File: src/rtl/amo_rmw_arbiter.sv
// amo_rmw_arbiter: round-robin arbiter that serialises atomic read-modify-write
// requests onto one shared atomic ALU and one memory port.
// Each grant runs read -> ALU -> write-back -> respond, with a
// reservation-clear pulse when the store is acknowledged.
//
// state | meaning
// IDLE  | arbitrate; a one-hot req_ready accepts the winning request
// READ  | memory read of the old word; old_q is loaded on mem_ack
// WRITE | write alu_rd back; clear_reservation pulses on mem_ack
// RESP  | one-cycle rsp_valid to the owner with the old value
module amo_rmw_arbiter #(
  parameter int NUM_UNITS = 3
) (
  input  logic                      clk,
  input  logic                      rst,
  input  logic [NUM_UNITS-1:0]      req_valid,
  output logic [NUM_UNITS-1:0]      req_ready,
  input  logic [NUM_UNITS-1:0][4:0] req_op,
  input  logic [NUM_UNITS-1:0][31:0] req_addr,
  input  logic [NUM_UNITS-1:0][31:0] req_data,
  output logic [NUM_UNITS-1:0]      rsp_valid,
  output logic [31:0]               rsp_data,
  output logic [4:0]                alu_op,
  output logic [31:0]               alu_rs1,
  output logic [31:0]               alu_rs2,
  input  logic [31:0]               alu_rd,
  output logic                      mem_req,
  output logic                      mem_we,
  output logic [31:0]               mem_addr,
  output logic [31:0]               mem_wdata,
  input  logic                      mem_ack,
  input  logic [31:0]               mem_rdata,
  output logic                      clear_reservation,
  output logic                      busy
);

  localparam int IW = (NUM_UNITS > 1) ? $clog2(NUM_UNITS) : 1;

  typedef enum logic [1:0] {IDLE, READ, WRITE, RESP} state_t;

  state_t        state;
  logic [IW-1:0] rr_ptr;
  logic [IW-1:0] owner_q;
  logic [IW-1:0] grant_idx;
  logic [IW-1:0] next_ptr;
  logic          grant_found;
  logic [4:0]    op_q;
  logic [31:0]   addr_q;
  logic [31:0]   data_q;
  logic [31:0]   old_q;

  // Rotating priority search: first requester at or after rr_ptr, wrapping around.
  always_comb begin
    int cand;
    cand        = 0;
    grant_found = 1'b0;
    grant_idx   = '0;
    for (int k = 0; k < NUM_UNITS; k++) begin
      cand = int'(rr_ptr) + k;
      if (cand >= NUM_UNITS) cand = cand - NUM_UNITS;
      if (!grant_found && req_valid[IW'(cand)]) begin
        grant_found = 1'b1;
        grant_idx   = IW'(cand);
      end
    end
  end

  assign next_ptr = (grant_idx == IW'(NUM_UNITS - 1)) ? '0 : grant_idx + 1'b1;

  // Accept pulse only while idle; suppressed during reset so nothing is captured.
  always_comb begin
    req_ready = '0;
    if (state == IDLE && grant_found && !rst) req_ready[grant_idx] = 1'b1;
  end

  // The ALU always sees the registered operands, so alu_rd is steady through WRITE.
  assign alu_op    = op_q;
  assign alu_rs1   = old_q;
  assign alu_rs2   = data_q;
  assign mem_addr  = addr_q & 32'hFFFF_FFFC;
  assign mem_wdata = mem_we ? alu_rd : 32'h0;

  // Must coincide with the write acknowledge, hence not registered.
  assign clear_reservation = (state == WRITE) && mem_ack && !rst;

  // Sequencer: arbitration capture, memory handshakes and response pulse.
  always_ff @(posedge clk) begin
    if (rst) begin
      state     <= IDLE;
      rr_ptr    <= '0;
      owner_q   <= '0;
      op_q      <= '0;
      addr_q    <= '0;
      data_q    <= '0;
      old_q     <= '0;
      mem_req   <= 1'b0;
      mem_we    <= 1'b0;
      busy      <= 1'b0;
      rsp_valid <= '0;
      rsp_data  <= '0;
    end else begin
      case (state)
        IDLE: begin
          if (grant_found) begin
            owner_q <= grant_idx;
            op_q    <= req_op[grant_idx];
            addr_q  <= req_addr[grant_idx];
            data_q  <= req_data[grant_idx];
            rr_ptr  <= next_ptr;
            mem_req <= 1'b1;
            mem_we  <= 1'b0;
            busy    <= 1'b1;
            state   <= READ;
          end
        end
        READ: begin
          if (mem_ack) begin
            old_q  <= mem_rdata;
            mem_we <= 1'b1;
            state  <= WRITE;
          end
        end
        WRITE: begin
          if (mem_ack) begin
            mem_req   <= 1'b0;
            mem_we    <= 1'b0;
            rsp_valid <= NUM_UNITS'(1) << owner_q;
            rsp_data  <= old_q;
            state     <= RESP;
          end
        end
        RESP: begin
          rsp_valid <= '0;
          rsp_data  <= '0;
          busy      <= 1'b0;
          state     <= IDLE;
        end
        default: state <= IDLE;
      endcase
    end
  end

endmodule

File: config.mk
export PLATFORM = sky130hd
export DESIGN_NAME = amo_rmw_arbiter
export DESIGN_NICKNAME = d
export VERILOG_FILES = /design/src/rtl/amo_rmw_arbiter.sv
export SDC_FILE = /design/constraint.sdc
export NUM_CORES = 1
export LEC_CHECK = 0
export ABC_AREA = 1
export CAP_MARGIN = 10
export CORE_AREA = 2 2 178 180
export CTS_CLUSTER_SIZE = 28
export DETAILED_ROUTE_END_ITERATION = 10
export DIE_AREA = 0 0 180 182
export PLACE_DENSITY = 0.52
export SYNTH_ARGS = -nofsm -noshare
export SYNTH_HDL_FRONTEND = slang
export SYNTH_SLANG_ARGS = --single-unit
File: constraint.sdc
create_clock -name clk -period 3.6 [get_ports clk]
set_input_delay 0.54 -clock clk [delete_from_list [all_inputs] [get_ports clk]]
set_output_delay 0.54 -clock clk [all_outputs]
set_load 0.02 [all_outputs]
Yosys cells after proc, flatten, opt, wreduce, memory -nomap -nowiden. Cells that the tools add are included. W data, S select, Z words.

Memories kept: 0. Output and inout bits: 175. Register bits: 145. Latch bits: 0. ROM bits: 0. Bits of input ports: 277. Word-level logic and storage cells: 100. Memory bits (writable): 0.

$lt $le $gt $ge: 8. Bitwise logic cells: 0. Shifts and indexed selects: 1. Add/subtract/negate cells: 6. Reductions and logical operators: 22. Multipliers: 0. Div/mod/pow operators: 0. Multiplexer cells: 44. Equality and inequality tests: 7.

Operators with widths (count): $bmux W32 S2 (2); $mux W32 (4); $pmux W32 S2 (1); $mux W2 (10); $mux W1 (14); $lt A2 B4 Y1 const B (3); $bmux W5 S2 (1); $pmux W2 S4 (1); $reduce_and A2 Y1 (4); $logic_and A1 B1 Y1 (7); $bmux W1 S2 (3); $eq A2 B2 Y1 const B (3); $ge A3 B2 Y1 const B (2); $mux W3 (2); $ne A2 B2 Y1 const B (3); $pmux W3 S2 (1); $reduce_and A3 Y1 (2); $reduce_bool A2 Y1 (3); $sub A2 B2 Y2 const B (3); $mux W5 (1); $pmux W1 S2 (2); $reduce_and A4 Y1 (1); $add A2 B1 Y3 const B (1); $add A2 B2 Y3 const B (1); 11 further kinds (13).

Longest topological paths before layout. Gate-level depths: netlist of the first run.

Word-level depth: 17. Mapped depth: 16.

Worst setup path after synthesis of the first run. OpenSTA, ideal clock, no wires.

Path type: reg2out. From: register rr_ptr[0]. To: output port req_ready[0]. Arrival time: 1917 ps. Stages on the path, launching flop included: 11. Data required time: 3060 ps. Path slack: 1143 ps. Cell sequence: dfxtp_1 -> inv_1 -> ha_1 -> nand2_1 -> nor2_1 -> a21oi_4 -> nand3_1 -> nand2_2 -> nor2_4 -> nand2_2 -> nor3_1.

Word-level cells in the longest chain between the ends: 17. Elaborated cells on any way between the ends: 38. Those cells by class: add/sub (5); order compare (5); mux (21); reduce/logical (7).

RTL lines: from (decl) (line 42) `logic [IW-1:0] rr_ptr;`; from (signal assigned) (line 109) `rr_ptr <= next_ptr;`; parallel branches: the longest is 16 deep, another holds $add A2 B1 Y3; $mux W3 * (line 73) `if (state == IDLE && grant_found && !rst) req_ready[grant_idx] = 1'b1;`; to (decl) (line 17) `output logic [NUM_UNITS-1:0] req_ready,`.

Every way passes the cells marked *. The select of a mux whose other input is x is not followed.

Worst setup path after layout of the first run.
From: register rr_ptr[0]. To: output port req_ready[2].

Same word-level chain as after synthesis.

==> impl_summary.log, run 1 <==
[metrics] status: completed
[metrics] Worst Min Path Start: rst
[metrics] number of endpoints failing setup at the final stage: 0
[metrics] Data required, critical path: 3.06 ns
[metrics] pin count of the biggest net entering global routing: 73
[metrics] count of flip-flops with a built-in enable after synthesis: 0
[metrics] Critical Path Slowest Stage Cell: sky130_fd_sc_hd__clkdlybuf4s50_1
[metrics] leftover overflow at the end of global routing: 0
[metrics] ordered cell list for the critical path: inv_1, ha_1, nand2_1, nor2_1, a21oi_4, nand3_1, nand2_2, nor2_4, inv_2, nor2_4, clkdlybuf4s50_1
[metrics] number of inserted diodes: 0
[metrics] launching element of the worst setup path: rr_ptr[0]
[metrics] proportion of synthesized area in mux cells: 0
[metrics] launch point of the worst reg-to-reg path: rr_ptr[0]
[metrics] total negative slack: 0 ns
[metrics] average instance area after synthesis: 6.69 um2
[metrics] final critical delay including setup and external delays: 3.24 ns
[metrics] Gate Count Post-Synth: 1,066
[metrics] count of buffers inserted at the top-level ports: 443
[metrics] fmax: 0.308 GHz
[metrics] pre-CTS worst setup slack: 0.320 ns
[metrics] arrival time at the worst endpoint: 2.70 ns
[metrics] Max Fanout on Critical Path: 5
[metrics] Post-DP HPWL: 22,100 um
[metrics] share of the synthesized area in the top cell type: 0.401
[metrics] antenna violations before repair: 0
[metrics] number of hold buffers added after cts: 0
[metrics] slew margin rel.: 0.271
[metrics] cell type with the highest occurrence count on the critical path: sky130_fd_sc_hd__nor2_4
[metrics] Post-layout nets: 1,757
[metrics] number of library cell types mapped by synthesis: 29
[metrics] clock transition at the registers of the reported paths: 0.07 ns
[metrics] DRT Wirelength: 31,300 um
[metrics] cell accounting for the most synthesized area: sky130_fd_sc_hd__dfxtp_1
[metrics] die footprint: 32,800 um2
[metrics] DIE HEIGHT: 182 um
[metrics] share of the yosys chip area belonging to registers: 0.401
[metrics] clock network latency to the later pin of the worst-skew pair: 0.42 ns
[metrics] P_leak: 5.24 nW
[metrics] die span in x: 180 um
[metrics] maximum clock insertion buffer count: 2
[metrics] clock tree root driver cell: sky130_fd_sc_hd__clkbuf_16
[metrics] CTS tree: built
[metrics] top flip-flop cell by instance count after synthesis: sky130_fd_sc_hd__dfxtp_1
[metrics] largest vdd supply drop: 0.000382 V
[metrics] vias in the first global route: 8,088
[metrics] floorplan row count: 65
[metrics] area fraction in compound gates after synthesis: 0.135
[metrics] Worst Setup Start Kind: flip-flop
[metrics] total clock buffers created by CTS: 17
[metrics] actual slew at the worst max-slew pin: 1.09 ns
[metrics] wire length of the first global-routing pass: 47,200 um
[metrics] main combinational cell family by area after synthesis: simple AND/OR/NAND/NOR gates
[metrics] Final Hold Viols: 0
[metrics] share of post-route cells with drive strength above 1: 0.0492
[metrics] most area-consuming cells after synthesis: sky130_fd_sc_hd__dfxtp_1 40%, sky130_fd_sc_hd__nand2_1 13%, sky130_fd_sc_hd__nand3_1 12%, sky130_fd_sc_hd__a21oi_1 7.4%, sky130_fd_sc_hd__o21ai_0 5.3%
[metrics] count of max-cap constraint violations: 0
[metrics] Synth Cell Area: 7140 um2
[metrics] Simple-Gate Fraction of Synth Area: 0.347
[metrics] count of TritonRoute iterations in the first routing pass: 4
[metrics] share of synthesized registers carrying an async set or reset: 0
[metrics] Setup Fix Bufs, Post-CTS: 0
[metrics] Yosys warning count: 0
[metrics] area overhead of the layout relative to synthesis: 74.9%
[metrics] adder and majority gate portion of the synthesized area: 0.0175
[metrics] most common cell in the synthesized netlist: sky130_fd_sc_hd__nand2_1
[metrics] Residual DRC: 0
[metrics] ports placed on the boundary: 452
[metrics] total track usage: 0.182
[metrics] number of sinks handled by clock tree synthesis: 143
[metrics] xor-xnor portion of the synthesized cell area: 0
[metrics] Final GP Congestion: 0.793
[metrics] power per cell area: 706 nW/um2
[metrics] routed len/inst: 16.6 um
[metrics] H-tree levels: 4
[metrics] element type at the critical path end: output pin
[metrics] synthesized flop and latch total: 143
[metrics] most frequent cells after synthesis: 254 x sky130_fd_sc_hd__nand2_1, 172 x sky130_fd_sc_hd__nand3_1, 143 x sky130_fd_sc_hd__dfxtp_1, 106 x sky130_fd_sc_hd__a21oi_1, 83 x sky130_fd_sc_hd__inv_1
[metrics] Final Max Slew Viols: 0
[metrics] placeable core region: 31,000 um2
[metrics] setup skew after layout: 0.0144 ns
[metrics] crit-path max cell delay: 0.65 ns
[metrics] setup repair after global routing missed its margin: no
[metrics] initial standard-cell utilization of the core: 0.230
[metrics] type of the setup path with the least slack: flip-flop to output pin
[metrics] Starting DRT DRC Count: 393
[metrics] end-of-flow core utilization: 0.403
[metrics] total design power: 8.81 mW
[metrics] worst min-delay path category: input port to flip-flop
[metrics] DR vias/cell: 4.50
[metrics] Detail Route Antenna Nets: 0
[metrics] detailed-route via count: 8,480
[metrics] final critical-path share of the clock period: 0.901
[metrics] worst-case setup margin in the final layout: 0.358 ns
-- per-stage QoR --
stage,std cells,hold WS (ns),cell area [um2]
finish,1885,0.439,12500
detailed placement,1853,0.455,11900
CTS,1885,0.429,12500
floorplan,1067,0.459,7140
global route,1885,0.447,12500
global placement,1853,0.447,11900
-- layout by cell type, fill, tap and decap left out --
cell type | synthesis | routed
sky130_fd_sc_hd__buf_4 | 5 | 19
sky130_fd_sc_hd__inv_1 | 83 | 82
sky130_fd_sc_hd__nor2_1 | 76 | 76
sky130_fd_sc_hd__nand3_1 | 172 | 172
sky130_fd_sc_hd__conb_1 | 1 | 2
sky130_fd_sc_hd__clkbuf_8 | 0 | 1
sky130_fd_sc_hd__o32ai_1 | 1 | 1
sky130_fd_sc_hd__nand4_4 | 0 | 1
sky130_fd_sc_hd__nand2_2 | 6 | 6
sky130_fd_sc_hd__nand3b_1 | 34 | 34
sky130_fd_sc_hd__dfxtp_1 | 143 | 143
sky130_fd_sc_hd__o21ai_0 | 75 | 75
sky130_fd_sc_hd__clkinvlp_4 | 0 | 1
sky130_fd_sc_hd__clkbuf_16 | 0 | 17
sky130_fd_sc_hd__inv_2 | 7 | 7
sky130_fd_sc_hd__clkdlybuf4s50_1 | 0 | 440
sky130_fd_sc_hd__buf_12 | 0 | 2
sky130_fd_sc_hd__clkinv_8 | 0 | 1
sky130_fd_sc_hd__clkinv_4 | 0 | 3
sky130_fd_sc_hd__nor2_4 | 2 | 2
sky130_fd_sc_hd__nand4_1 | 5 | 5
sky130_fd_sc_hd__ha_1 | 10 | 10
sky130_fd_sc_hd__a21oi_4 | 1 | 1
sky130_fd_sc_hd__o21bai_1 | 1 | 1
sky130_fd_sc_hd__dlymetal6s2s_1 | 0 | 1
sky130_fd_sc_hd__clkinv_1 | 2 | 2
sky130_fd_sc_hd__inv_6 | 0 | 5
sky130_fd_sc_hd__nor3_1 | 2 | 2
sky130_fd_sc_hd__nand3_2 | 1 | 1
sky130_fd_sc_hd__inv_8 | 0 | 4
sky130_fd_sc_hd__a21oi_1 | 106 | 106
sky130_fd_sc_hd__o21ai_1 | 2 | 2
sky130_fd_sc_hd__clkinv_2 | 0 | 1
sky130_fd_sc_hd__a211oi_1 | 1 | 1
sky130_fd_sc_hd__a22oi_1 | 1 | 1
sky130_fd_sc_hd__nand2_1 | 254 | 254
sky130_fd_sc_hd__buf_2 | 27 | 1
-- power by group --
part           switching (mW)  internal [mW]
Sequential              0.228           1.98
Clock                   0.846          0.942
Combinational            2.95           1.86
-- registers in the layout, indices dropped and copies added, names as in the netlist --
| name | cells |
|---|---|
| state | 2 |
| rsp_valid | 3 |
| rsp_data | 32 |
| rr_ptr | 2 |
| alu_rs2 | 32 |
| alu_op | 5 |
| alu_rs1 | 32 |
| mem_req | 1 |
| owner_q | 2 |
| busy | 1 |
| addr_q | 30 |
| mem_we | 1 |
-- worst paths after layout --
kind	endpoint	slack, ns	depth (start not counted)
hold reg to reg	rsp_data[28]	0.46	2
hold / removal	rr_ptr[0]	0.44	2
setup reg to reg	addr_q[7]	0.67	12
setup / recovery	req_ready[2]	0.36	11
-- per-layer routing --
layer / up-vias / routed length, um / GRT usage / part of all wire
met4: 0 / 663 / 0.0556 / 0.021
met5: - / 0 / 0 / 0
met2: 288 / 15000 / 0.309 / 0.48
met1: 3881 / 13700 / 0.226 / 0.44
li1: 4280 / - / - / -
met3: 31 / 1930 / 0.0489 / 0.062
-- final cells by class --
class                      count  area, um2
clock inverter                14        139
tap                          402        503
timing repair buffer         463       4600
inverter                      92        347
multi-input combinational    753       3580
clock buffer                  18        439
sequential                   143       2860
fill                        3279      18500
-- logic make-up after synthesis --
kind of cell,count (synthesis)
buf+inv,171
compound gates,188
fa+ha+maj,10
other cells,1
flops,143
simple gates,553
-- worst max-delay path, delay by kind of cell, from the launching register on --
kind	cells	cell delay (ns)
DFF	1	0.36
AOI/OAI and AO/OA	1	0.08
adders and majority gates	1	0.37
buffers and inverters	3	0.81
and+or+nand+nor	6	0.67
-- what timing repair did --
item	4_1_cts	5_1_grt
endpoints found under the setup margin	0	1
hold endpoints to repair	0	0
resized for setup	0	1
(Power assumes the default switching activity.)
==> run 2: changes to the inputs <==
--- a/config.mk
+++ b/config.mk
@@ -6,12 +6,14 @@
 export NUM_CORES = 1
 export LEC_CHECK = 0
 export ABC_AREA = 1
-export CAP_MARGIN = 10
-export CORE_AREA = 2 2 178 180
+export CAP_MARGIN = 0
+export CELL_PAD_IN_SITES_DETAIL_PLACEMENT = 0
+export CELL_PAD_IN_SITES_GLOBAL_PLACEMENT = 1
+export CORE_AREA = 2 2 174 176
 export CTS_CLUSTER_SIZE = 28
 export DETAILED_ROUTE_END_ITERATION = 10
-export DIE_AREA = 0 0 180 182
-export PLACE_DENSITY = 0.52
+export DIE_AREA = 0 0 176 178
+export PLACE_DENSITY = 0.78
 export SYNTH_ARGS = -nofsm -noshare
 export SYNTH_HDL_FRONTEND = slang
 export SYNTH_SLANG_ARGS = --single-unit
==> run 2 against run 1 <==
Total power rose by 0.94%. Count of clock-buffer cells in the layout fell by 1. Utilization rose by 2.2 points. Sequential power barely moved. Sequential cell count did not move. Routed wire length fell by 1.8%. Combinational power barely moved. Critical endpoint unchanged. Highest routed layer unchanged.
==> impl_summary.log, run 2 (synthesis gave the netlist of run 1 again) <==
[metrics] status: completed
[metrics] arrival time at the worst endpoint: 2.78 ns (+0.08 ns)
[metrics] Starting DRT DRC Count: 370 (-5.9%)
[metrics] power per cell area: 712 nW/um2 (+0.84%)
[metrics] worst reg-to-reg setup slack: 0.85 ns (+0.18 ns)
[metrics] detailed-route via count: 8,577 (+1.1%)
[metrics] ordered cell list for the critical path: inv_1, ha_1, nand2_1, nor2_1, a21oi_4, nand3_1, nand2_2, nor2_4, inv_2, nor2_4, clkdlybuf4s50_1
[metrics] number of resized instances in the post-cts repair step: 0 (unchanged)
[metrics] count of max-cap constraint violations: 0 (unchanged)
[metrics] clock transition at the registers of the reported paths: 0.07 ns (about the same)
[metrics] P_leak: 5.23 nW (-0.15%)
[metrics] cell type with the highest occurrence count on the critical path: sky130_fd_sc_hd__nor2_4
[metrics] area overhead of the layout relative to synthesis: 75.0%
[metrics] largest vdd supply drop: 0.000372 V (-2.7%)
[metrics] WHS: 0.461 ns (+0.0212 ns)
[metrics] worst min-delay path category: flip-flop to flip-flop
[metrics] die span in x: 176 um (-2.2%)
[metrics] Setup Fix Bufs, Post-CTS: 0 (unchanged)
[metrics] wire length of the first global-routing pass: 45,600 um (-3.4%)
[metrics] switching fraction of total power: 0.455 (-0.00183)
[metrics] Post-DP HPWL: 21,600 um (-2.5%)
[metrics] maximum clock insertion buffer count: 2 (unchanged)
[metrics] pin count of the biggest net entering global routing: 69 (-5.5%)
[metrics] final critical delay including setup and external delays: 3.32 ns (+0.0750 ns)
[metrics] antenna violations before repair: 2 (+2)
[metrics] share of post-route cells with drive strength above 1: 0.0493 (about the same)
[metrics] clock network latency to the later pin of the worst-skew pair: 0.42 ns (about the same)
[metrics] number of endpoints failing setup at the final stage: 0 (unchanged)
[metrics] leftover overflow at the end of global routing: 0 (unchanged)
[metrics] Residual DRC: 0 (unchanged)
[metrics] total negative slack: 0 ns (unchanged)
[metrics] count of buffers inserted at the top-level ports: 443 (unchanged)
[metrics] Critical Path Slowest Stage Cell: sky130_fd_sc_hd__clkdlybuf4s50_1
[metrics] slew margin rel.: 0.278 (+0.00707)
[metrics] setup repair after global routing missed its margin: no
[metrics] actual slew at the worst max-slew pin: 1.08 ns (-0.0105 ns)
[metrics] Detail Route Antenna Nets: 0 (unchanged)
[metrics] setup skew after layout: 0.0212 ns (+0.00682 ns)
[metrics] post-placement cell count: 1,840 (-0.70%)
[metrics] total track usage: 0.187 (+0.00457)
[metrics] DRT Wirelength: 30,700 um (-1.8%)
[metrics] CTS tree: built
[metrics] vias in the first global route: 8,342 (+3.1%)
[metrics] number of hold buffers added after cts: 0 (unchanged)
[metrics] element type at the critical path end: output pin
[metrics] end-of-flow core utilization: 0.425 (+0.0221)
[metrics] Final Hold Viols: 0 (unchanged)
[metrics] Final Max Slew Viols: 0 (unchanged)
[metrics] initial standard-cell utilization of the core: 0.243 (+0.0124)
[metrics] clock tree root driver cell: sky130_fd_sc_hd__clkbuf_16
[metrics] Internal Pwr Total: 4.85 mW (+1.3%)
[metrics] portion of total power attributed to sequential cells: 0.249 (-0.002)
[metrics] Worst Setup Start Kind: flip-flop
[metrics] logic gate share of total power: 0.541 (-0.005)
[metrics] crit-path max cell delay: 0.66 ns (about the same)
[metrics] final cell count without fillers: 1,875 (-0.53%)
[metrics] Final GP Congestion: 0.816 (+3.0%)
[metrics] Data required, critical path: 3.06 ns (about the same)
[metrics] Max Fanout on Critical Path: 6 (+1)
[metrics] number of sinks handled by clock tree synthesis: 143 (unchanged)
[metrics] DR vias/cell: 4.57 (+1.7%)
[metrics] part of the power in the clock network: 0.210 (+0.007)
[metrics] reported net switching power: 4.05 mW (+0.54%)
[metrics] total clock buffers created by CTS: 17 (unchanged)
[metrics] die footprint: 31,300 um2 (-4.4%)
[metrics] routed len/inst: 16.4 um (-1.3%)
[metrics] type of the setup path with the least slack: flip-flop to output pin
[metrics] floorplan row count: 63 (-3.1%)
[metrics] H-tree levels: 4 (unchanged)
[metrics] final critical-path share of the clock period: 0.921 (+0.0208)
[metrics] most frequent cells in the layout: 440 x sky130_fd_sc_hd__clkdlybuf4s50_1, 254 x sky130_fd_sc_hd__nand2_1, 172 x sky130_fd_sc_hd__nand3_1
[metrics] most common cell after layout, fill and taps aside: sky130_fd_sc_hd__clkdlybuf4s50_1
[metrics] fmax: 0.301 GHz (-2.3%)
[metrics] count of TritonRoute iterations in the first routing pass: 4 (unchanged)
[metrics] DIE HEIGHT: 178 um (-2.2%)
[metrics] placeable core region: 29,400 um2 (-5.1%)
[metrics] Post-layout nets: 1,756 (-0.057%)
[metrics] ports placed on the boundary: 452 (unchanged)
## run 2: worst max-delay path, delay by kind of cell, from the launching register on
family	cells	cell delay, ns
simple gates	6	0.72
buf+inv	3	0.82
flops	1	0.37
fa+ha+maj	1	0.36
compound gates	1	0.08
## run 2: power by group through the flow
stage / clock network [mW] / registers (mW) / logic [mW]
finish: 1.86 / 2.22 / 4.81
global route: 2.00 / 2.26 / 5.29
CTS: 1.94 / 2.22 / 4.88
detailed placement: 0 / 2.25 / 4.87
global placement: 0 / 2.24 / 4.84
floorplan: 0 / 2.63 / 2.47
## run 2: layout make-up
cell class                      instances  area (um2)
Inverter                               92         347
Antenna cell                            3        7.51
Sequential cell                       143        2860
Tap cell                              390         488
Fill cell                            3013       16900
Timing Repair Buffer                  462        4580
Multi-Input combinational cell        753        3580
Clock buffer                           17         425
Clock inverter                         15         198
## run 2: path summary, 6_finish.rpt
kind                      from      endpoint  cells after the start
hold / removal    rsp_data[16]  rsp_data[16]                      2
setup / recovery     rr_ptr[0]  req_ready[2]                     11
hold reg to reg   rsp_data[16]  rsp_data[16]                      2
setup reg to reg     rr_ptr[0]    alu_rs2[0]                     13
## run 2: per-layer routing
metal | GRT usage | vias to the layer above | wire [um] | share of wire
met4 | 0.0568 | 0 | 685 | 0.022
li1 | - | 4279 | - | -
met1 | 0.217 | 3907 | 12700 | 0.41
met2 | 0.330 | 356 | 14800 | 0.48
met5 | 0 | - | 0 | 0
met3 | 0.0580 | 35 | 2530 | 0.082
## run 2: through the flow
stage          setup WS [ns]  total power [mW]  area [um2]
2_1_floorplan           1.14              5.10        7140
3_3_place_gp           0.441              7.08       11900
3_5_place_dp           0.427              7.12       11900
4_1_cts                0.241              9.04       12500
5_1_grt                0.111              9.56       12500
6_report               0.283              8.89       12500
==> run 3: changes to the inputs <==
--- a/config.mk
+++ b/config.mk
@@ -9,11 +9,11 @@
 export CAP_MARGIN = 0
 export CELL_PAD_IN_SITES_DETAIL_PLACEMENT = 0
 export CELL_PAD_IN_SITES_GLOBAL_PLACEMENT = 1
-export CORE_AREA = 2 2 174 176
+export CORE_MARGIN = 1
+export CORE_UTILIZATION = 22
 export CTS_CLUSTER_SIZE = 28
 export DETAILED_ROUTE_END_ITERATION = 10
-export DIE_AREA = 0 0 176 178
-export PLACE_DENSITY = 0.78
+export PLACE_DENSITY = 0.75
 export SYNTH_ARGS = -nofsm -noshare
 export SYNTH_HDL_FRONTEND = slang
 export SYNTH_SLANG_ARGS = --single-unit
==> constraint.sdc (replaced) <==
create_clock -name clk -period 2.7 [get_ports clk]
set_input_delay 0.405 -clock clk [delete_from_list [all_inputs] [get_ports clk]]
set_output_delay 0.405 -clock clk [all_outputs]
set_load 0.02 [all_outputs]
==> run 3 against run 2 <==
Clock skew shrank 0.0029 ns. Sequential share of layout area fell by 0.55 points. Hold slack worse by 0.18 ns. Global-route usage down 0.33 points. Design area rose by 2.7%. Via count rose by 1.7%. Final cell count rose by 1.6%. Combinational power is 45% higher. Critical path type unchanged.
==> impl_summary.log, run 3 (synthesis gave the netlist of run 1 again) <==
[metrics] count of max-cap constraint violations: 0 (unchanged)
[metrics] Detail Route Antenna Nets: 0 (unchanged)
[metrics] pin count of the biggest net entering global routing: 58 (-16%)
[metrics] worst reg-to-reg setup slack: 0.44 ns (-0.41 ns)
[metrics] ports placed on the boundary: 452 (unchanged)
[metrics] Final Max Slew Viols: 0 (unchanged)
[metrics] slew margin rel.: 0.618 (+0.340)
[metrics] actual slew at the worst max-slew pin: 0.567 ns (-0.509 ns)
[metrics] clock network latency to the later pin of the worst-skew pair: 0.43 ns (about the same)
[metrics] met2 GRT Util: 0.330 (+0.000697)
[metrics] DR vias/cell: 4.58 (+0.11%)
[metrics] arrival time at the worst endpoint: 2.21 ns (-0.57 ns)
[metrics] area overhead of the layout relative to synthesis: 79.9%
[metrics] total design power: 12.4 mW (+39%)
[metrics] Most Crowded Layer GR: met2
[metrics] setup skew after layout: 0.0183 ns (-0.00292 ns)
[metrics] floorplan row count: 65 (+3.2%)
[metrics] total clock buffers created by CTS: 17 (unchanged)
[metrics] Data required, critical path: 2.30 ns (-0.76 ns)
[metrics] detailed-route via count: 8,724 (+1.7%)
[metrics] H-tree levels: 4 (unchanged)
[metrics] worst min-delay path category: input port to flip-flop
[metrics] die footprint: 33,200 um2 (+5.8%)
[metrics] number of hold buffers added after cts: 0 (unchanged)
[metrics] Reg-to-Reg End: rsp_valid[1]
[metrics] Finished Cell Area: 12,800 um2 (+2.7%)
[metrics] fmax: 0.383 GHz
[metrics] share of post-route cells with drive strength above 1: 0.0733 (+0.0240)
[metrics] filler cell count: 3,240 (+7.5%)
[metrics] initial standard-cell utilization of the core: 0.225 (-0.0177)
[metrics] number of cell instances on the worst register-to-register path: 7 (-6)
[metrics] element type at the critical path end: output pin
[metrics] Residual DRC: 0 (unchanged)
[metrics] end-of-flow core utilization: 0.405 (-0.0202)
[metrics] Storage cell area: 2870 um2 (+0.26%)
[metrics] power per cell area: 966 nW/um2 (+36%)
[metrics] Multi-input gate area: 3650 um2 (+2.0%)
[metrics] global-route met3 utilization: 0.0607 (+0.00270)
[metrics] Worst Setup Start Kind: flip-flop
[metrics] Final Hold Viols: 0 (unchanged)
[metrics] die span in x: 182 um (+3.5%)
[metrics] launch point of the worst reg-to-reg path: state[0]
[metrics] type of the setup path with the least slack: flip-flop to output pin
[metrics] DIE HEIGHT: 182 um (+2.3%)
[metrics] wire length of the first global-routing pass: 47,500 um (+4.2%)
[metrics] maximum clock insertion buffer count: 2 (unchanged)
[metrics] antenna violations before repair: 2 (unchanged)
[metrics] Post-layout nets: 1,775 (+1.1%)
[metrics] total track usage: 0.184 (-0.00329)
[metrics] most common cell after layout, fill and taps aside: sky130_fd_sc_hd__clkdlybuf4s50_1
[metrics] leftover overflow at the end of global routing: 0 (unchanged)
[metrics] clock transition at the registers of the reported paths: 0.07 ns (about the same)
[metrics] clock tree root driver cell: sky130_fd_sc_hd__clkbuf_16
[metrics] Final GP Congestion: 0.773 (-5.4%)
[metrics] DRT Wirelength: 31,200 um (+1.6%)
[metrics] Post-DP HPWL: 22,000 um (+2.0%)
[metrics] launching element of the worst setup path: rr_ptr[0]
[metrics] vias in the first global route: 8,397 (+0.66%)
[metrics] P_leak: 5.39 nW (+3.0%)
[metrics] status: completed
[metrics] global-route met1 utilization: 0.207 (-0.0106)
[metrics] Max Fanout on Critical Path: 4 (-2)
[metrics] end of the critical path: req_ready[1]
[metrics] count of buffers inserted at the top-level ports: 443 (unchanged)
[metrics] final critical-path share of the clock period: 0.968
[metrics] CTS tree: built
[metrics] count of TritonRoute iterations in the first routing pass: 4 (unchanged)
[metrics] largest vdd supply drop: 0.000983 V (+160%)
[metrics] instance count along the most critical hold path: 2 (unchanged)
[metrics] Starting DRT DRC Count: 356 (-3.8%)
[metrics] final critical delay including setup and external delays: 2.61 ns
[metrics] most frequent cells in the layout: 439 x sky130_fd_sc_hd__clkdlybuf4s50_1, 251 x sky130_fd_sc_hd__nand2_1, 171 x sky130_fd_sc_hd__nand3_1
[metrics] number of sinks handled by clock tree synthesis: 143 (unchanged)
[metrics] placeable core region: 31,700 um2 (+7.9%)
[metrics] routed len/inst: 16.4 um (about the same)
[metrics] number of endpoints failing setup at the final stage: 0 (unchanged)
[metrics] post-placement cell area: 12,000 um2 (+1.6%)
run 3: area by class of cell:
type                    count  share of cell area
repair buffers            481               0.377
multi-input cells         753               0.285
flip-flops and latches    143               0.224
well taps                 402              0.0392
clock buffers              17              0.0331
inverters                  92              0.0272
clock inverters            15              0.0147
diodes                      2            0.000390
run 3: critical path: stages, from the launching register on:
cell,delay [ns]
sky130_fd_sc_hd__dfxtp_4,0.35
sky130_fd_sc_hd__buf_4,0.14
sky130_fd_sc_hd__ha_4,0.16
sky130_fd_sc_hd__inv_2,0.07
sky130_fd_sc_hd__nand2_2,0.05
sky130_fd_sc_hd__nor2_2,0.17
sky130_fd_sc_hd__a21oi_4,0.06
sky130_fd_sc_hd__nand3_2,0.06
sky130_fd_sc_hd__nand2_2,0.08
sky130_fd_sc_hd__nor2_4,0.14
sky130_fd_sc_hd__buf_4,0.13
sky130_fd_sc_hd__inv_2,0.04
sky130_fd_sc_hd__buf_4,0.13
sky130_fd_sc_hd__nor2_2,0.07
sky130_fd_sc_hd__buf_4,0.15
run 3: how the worst min path moves through the flow:
| stage | startpoint | endpoint | slack (ns) |
|---|---|---|---|
| final | rst | owner_q[1] | 0.28 |
| after global routing | rst | owner_q[1] | 0.27 |
| after CTS | rst | owner_q[1] | 0.25 |
| after detailed placement | rsp_data[14] | rsp_data[14] | 0.45 |
| after global placement | rsp_data[26] | rsp_data[26] | 0.45 |
| after floorplan | owner_q[1] | rsp_valid[2] | 0.46 |
run 3: stage by stage:
step	worst slack, ns	setup TNS (ns)	hold WS [ns]	instances
2_1_floorplan	0.378	0	0.459	1067
6_report	0.0868	0	0.284	1905
5_1_grt	-0.0208	-0.0367	0.268	1903
3_3_place_gp	-0.0764	-0.148	0.448	1865
3_5_place_dp	-0.105	-0.180	0.454	1865
4_1_cts	0.0250	0	0.252	1899
run 3: report_power, final:
| group | internal, mW | leakage, nW | switching (mW) |
|---|---|---|---|
| combinational | 2.90 | 3.92 | 4.10 |
| sequential | 2.65 | 1.17 | 0.303 |
| clock | 1.26 | 0.298 | 1.19 |
| total | 6.81 | 5.39 | 5.59 |
run 3: metal layers:
metal / share of wire / vias to the layer above
li1: - / 4335
met1: 0.40 / 4030
met2: 0.50 / 333
met3: 0.084 / 26
met4: 0.014 / 0
met5: 0 / -
run 3: timing repair:
item | 4_1_cts | 5_1_grt
setup endpoints to repair | 3 | 2
setup buffers | 1 | 4
gates cloned | 1 | 0
gates resized for setup | 16 | 18
pin swaps | 0 | 6
